File: config.mk
export PLATFORM = sky130hd
export DESIGN_NAME = pzvbus_slave_buffer_flat
export DESIGN_NICKNAME = d
export VERILOG_FILES = /design/src/rtl/pzvbus_slave_buffer_if.sv /design/src/rtl/pzvbus_slave_buffer.sv /design/src/flat_wrapper.sv
export SDC_FILE = /design/constraint.sdc
export NUM_CORES = 1
export LEC_CHECK = 0
export BUFFER_PORTS_ARGS = -buffer_cell sky130_fd_sc_hd__buf_2
export CELL_PAD_IN_SITES_DETAIL_PLACEMENT = 0
export CELL_PAD_IN_SITES_GLOBAL_PLACEMENT = 2
export CORE_ASPECT_RATIO = 0.7
export CORE_MARGIN = 2
export CORE_UTILIZATION = 43
export CTS_BUF_LIST = sky130_fd_sc_hd__clkbuf_4 sky130_fd_sc_hd__clkbuf_8
export DETAILED_ROUTE_END_ITERATION = 10
export PLACE_DENSITY = 0.77
export SLEW_MARGIN = 20
export SYNTH_ARGS = -nofsm -noshare
export SYNTH_HDL_FRONTEND = slang
export SYNTH_SLANG_ARGS = --single-unit
File: constraint.sdc
create_clock -name i_clk -period 2.75 [get_ports i_clk]
set_clock_uncertainty 0.05 [all_clocks]
set_input_delay 0.55 -clock i_clk [delete_from_list [all_inputs] [get_ports i_clk]]
set_output_delay 0.55 -clock i_clk [all_outputs]
set_load 0.005 [all_outputs]
File: src/rtl/pzvbus_slave_buffer_if.sv
// Valid-only pzvbus link: the master drives valid/payload every cycle, the slave cannot stall it.
// No ready signal exists; receivers must either keep up or account for beats with credits.
interface pzvbus_if #(
    parameter type PAYLOAD = logic [7:0]
) ();
    logic   valid;
    PAYLOAD payload;

    modport master (output valid, output payload);
    modport slave  (input  valid, input  payload);
endinterface

File: src/rtl/pzvbus_slave_buffer.sv
// pzvbus receive terminator: DEPTH-entry FIFO re-issued as valid/ready, 1-cycle fill latency, registered credit per pop.
// Input cannot be stalled: beats arriving while full with no pop are dropped and flagged in a sticky overflow bit.
module pzvbus_slave_buffer #(
    parameter type PAYLOAD     = logic [7:0],
    parameter int  DEPTH       = 4,
    parameter int  COUNT_WIDTH = $clog2(DEPTH + 1)
) (
    input  logic                   i_clk,
    input  logic                   i_rst_n,
    pzvbus_if.slave                slave_if,
    output logic                   o_valid,
    input  logic                   i_ready,
    output PAYLOAD                 o_payload,
    output logic                   o_credit,
    output logic [COUNT_WIDTH-1:0] o_count,
    output logic                   o_overflow,
    input  logic                   i_clear_overflow
);

    localparam int PTR_WIDTH = (DEPTH > 1) ? $clog2(DEPTH) : 1;

    typedef logic [PTR_WIDTH-1:0] ptr_t;

    PAYLOAD                 r_mem [DEPTH];
    ptr_t                   r_wr_ptr;
    ptr_t                   r_rd_ptr;
    logic [COUNT_WIDTH-1:0] r_count;
    logic                   r_credit;
    logic                   r_overflow;

    logic                   w_full;
    logic                   w_push;
    logic                   w_pop;
    logic                   w_drop;

    // DEPTH need not be a power of two, so wrap on an explicit compare.
    function automatic ptr_t f_next_ptr(input ptr_t p);
        return (p == ptr_t'(DEPTH - 1)) ? '0 : p + ptr_t'(1);
    endfunction

    always_comb begin
        w_full = (r_count == COUNT_WIDTH'(DEPTH));
        w_pop  = o_valid && i_ready;
        w_push = slave_if.valid && (!w_full || w_pop);
        w_drop = slave_if.valid && !w_push;
    end

    // Storage is deliberately not reset; the head is only meaningful while o_valid=1.
    always_ff @(posedge i_clk) begin
        if (w_push) begin
            r_mem[r_wr_ptr] <= slave_if.payload;
        end
    end

    always_ff @(posedge i_clk or negedge i_rst_n) begin
        if (!i_rst_n) begin
            r_wr_ptr <= '0;
            r_rd_ptr <= '0;
        end else begin
            if (w_push) begin
                r_wr_ptr <= f_next_ptr(r_wr_ptr);
            end
            if (w_pop) begin
                r_rd_ptr <= f_next_ptr(r_rd_ptr);
            end
        end
    end

    always_ff @(posedge i_clk or negedge i_rst_n) begin
        if (!i_rst_n) begin
            r_count <= '0;
        end else begin
            case ({w_push, w_pop})
                2'b10:   r_count <= r_count + COUNT_WIDTH'(1);
                2'b01:   r_count <= r_count - COUNT_WIDTH'(1);
                default: r_count <= r_count;
            endcase
        end
    end

    // A drop in the same cycle as a clear keeps the flag set so no loss goes unreported.
    always_ff @(posedge i_clk or negedge i_rst_n) begin
        if (!i_rst_n) begin
            r_credit   <= 1'b0;
            r_overflow <= 1'b0;
        end else begin
            r_credit <= w_pop;
            if (w_drop) begin
                r_overflow <= 1'b1;
            end else if (i_clear_overflow) begin
                r_overflow <= 1'b0;
            end
        end
    end

    assign o_valid    = (r_count != '0);
    assign o_payload  = r_mem[r_rd_ptr];
    assign o_count    = r_count;
    assign o_credit   = r_credit;
    assign o_overflow = r_overflow;

    a_count_bound: assert property (
        @(posedge i_clk) disable iff (!i_rst_n)
        r_count <= COUNT_WIDTH'(DEPTH)
    );

    a_stall_stable: assert property (
        @(posedge i_clk) disable iff (!i_rst_n)
        (o_valid && !i_ready) |=> $stable(o_payload)
    );

endmodule

File: src/flat_wrapper.sv
// flat-port wrapper written by rule: the top's interface ports become plain ports
module pzvbus_slave_buffer_flat 
#(
    parameter type PAYLOAD     = logic [7:0],
    parameter int  DEPTH       = 4,
    parameter int  COUNT_WIDTH = $clog2(DEPTH + 1)
)
  (i_clk, i_rst_n, o_valid, i_ready, o_payload, o_credit, o_count, o_overflow, i_clear_overflow, slave_if_valid, slave_if_payload);
  pzvbus_if #(.PAYLOAD(PAYLOAD)) slave_if_i ();
  input  logic i_clk;
  input  logic i_rst_n;
  output logic o_valid;
  input  logic i_ready;
  output PAYLOAD o_payload;
  output logic o_credit;
  output logic [COUNT_WIDTH-1:0] o_count;
  output logic o_overflow;
  input  logic i_clear_overflow;
  input wire logic [$bits(slave_if_i.valid)-1:0] slave_if_valid;
  input wire logic [$bits(slave_if_i.payload)-1:0] slave_if_payload;
  assign slave_if_i.valid = slave_if_valid;
  assign slave_if_i.payload = slave_if_payload;
  pzvbus_slave_buffer #(.PAYLOAD(PAYLOAD), .DEPTH(DEPTH), .COUNT_WIDTH(COUNT_WIDTH)) u_core (.i_clk(i_clk), .i_rst_n(i_rst_n), .slave_if(slave_if_i), .o_valid(o_valid), .i_ready(i_ready), .o_payload(o_payload), .o_credit(o_credit), .o_count(o_count), .o_overflow(o_overflow), .i_clear_overflow(i_clear_overflow));
endmodule
==> metrics.txt <==
outcome finished, final reports clean; Port Buf Inserts 26; Initial Util 44.0%; initial antenna violation count 0; Die H 56.5 µm; max-slew violation count 0; Gate Count Post-Synth 87; worst skew pair latency 0.29 ns; Tot GR Track Use 13.6%; via/cell ratio 4.85; post-CTS setup repair buffer count 0; setup violators final 0; Max Fclk 425 MHz; Multi-input gate area 469 µm²; dpl cell area 1880 µm²; Clock Sinks 41; core area 3850 µm²; sequential fraction of the synthesis area 70.0%; Clock Tree Buf Depth 2; Fin. Hold Viols 0; fill count 344; min-delay worst type in -> async; Reg clk slew, reported paths 0.07 ns; Hold-fix buffers, CTS 0; library cells used by synthesis 21; Final ANT Viol Nets 0; Slew @ Worst Pin 0.609 ns; synth warn 0; reg2reg setup slack 0.60 ns; post-CTS sizing 0; CTS buffer count 5; Final Hold Slack 0.0533 ns; maxcap violations 0; mapped cell area 1690 µm²; Startpoint Class flop; Pleak 0.792 nW; Die Wd 79.0 µm; layout cells sized above 1 45.4%; first-pass GRT wire length 4.17 mm; Non-Filler Instances 171; worst vdd ir 0.000487 V; Crit path required time 2.15 ns; Ant. Diodes 0; Post-Syn Nets 107; Slew headroom 59.4%; async set-or-reset flop fraction in the synthesized netlist 22.0%; routability cong. 0.720; register area 1190 µm²; Routed WL per cell 15.1 µm; fin nets 138; WP data arrival 1.75 ns; leading cell types by total area after synthesis edfxtp_1 57%, dfrtp_1 13%, mux4_2 11%; Tmin final 2.35 ns; cell with the most instances after synthesis edfxtp_1; EDFF count, synth 32; CTS tree done; Synth top area share 56.7%; Post-synth top cells 32 x edfxtp_1, 9 x dfrtp_1, 8 x inv_1, 8 x mux4_2, 6 x ha_1; critical path peak fanout 11; DP Worst Slack 0.426 ns; Setup Crit Path Kind reg -> out; Core Util, Final 51.9%; total iterations of the first detailed-routing run 4; main flop type after synthesis edfxtp_1; DRC 0; Area growth syn-to-layout 18.1%; routed vias 829; Setup TNS 0 ns; die area 4470 µm²; Seq cells post-synth 41; Final Instance Area 2000 µm²; post-route setup slack 0.398 ns; HPWL Detailed 1.81 mm; Boundary Pins 27; power per cell area 1030 nW/µm²; Root Driver clkbuf_8; Setup crit end kind output pin; starting DRC count in detailed routing 58; unrepaired setup endpoints after global routing false; Syn Area/Cell 19.5 µm²; H-Tree Depth 2; wirelength, routed 2.58 mm; largest net degree at the start of global routing 13; total power 2.06 mW; row count 19; Yosys top cell by area edfxtp_1; placed cell count 163; vias in the first global route 834; remaining global-route overflow 0; Final period util 85.5%
## per-layer routing
layer  global-route usage [%]  vias to the layer above  routed length, µm
met1                     18.1                      428               1210
met4                     8.87                        0                 60
met3                     3.86                        5                100
li1                         -                      383                  -
met5                        0                        -                  0
met2                     19.5                       13               1210
## worst paths after layout
path,startpoint,to,cells after the start
setup / recovery,u_core.r_rd_ptr[0],o_payload[3],2
hold reg to reg,u_core.o_count[2],u_core.o_count[2],1
setup reg to reg,u_core.o_count[0],u_core.o_count[2],9
min in group i_clk,i_clear_overflow,u_core.o_overflow,2
max in group asynchronous,i_rst_n,u_core.r_wr_ptr[1],1
hold / removal,i_rst_n,u_core.o_credit,1
## sequential cells by signal, indices dropped and copies added (netlist names)
signal and count:
u_core.o_overflow 1, u_core.r_rd_ptr 2, u_core.o_count 3, u_core.o_credit 1, u_core.r_wr_ptr 2, u_core.r_mem 32
## worst max-delay path, stage by stage, from the launching register on
cell and delay (ns):
dfrtp_1 0.74, mux4_2 0.58, buf_2 0.14
## layout by cell type (no fill, tap or decap), types with 2 or more instances in the layout
cell type  Yosys  routed
inv_1          8       8
edfxtp_1      32      32
mux4_2         8       8
mux2_2         2       2
clkbuf_8       0       6
nor2_1         3       3
dfrtp_1        9       9
buf_2          1      26
and2_2         4       4
mux2_4         2       2
ha_1           6       6
xor2_1         2       2
## where the power goes
group          internal [mW]  switching [mW]  total [mW]
sequential             0.832           0.144       0.976
combinational          0.349           0.242       0.591
clock                  0.306           0.192       0.498
## area by class of cell
cell class | instances | area share (%)
Multi-Input combinational cell | 36 | 23.5
Sequential cell | 41 | 59.3
Inverter | 8 | 1.50
Timing Repair Buffer | 26 | 6.50
Clock inverter | 1 | 1.50
Tap cell | 52 | 3.25
Clock buffer | 7 | 4.50
## kinds of logic (layout without fill, tap and decap cells)
logic type	count (synthesis)	count (layout)	synth area share (%)
muxes	13	13	14.3
xor gates and xnor gates	3	3	1.55
DFF	41	41	70.0
AOI/OAI and AO/OA	1	1	0.295
and+or+nand+nor	12	12	5.91
adders and majority gates	7	7	5.61
buffers and inverters	10	42	2.29
Note: power is estimated with default switching activity, not from simulation.
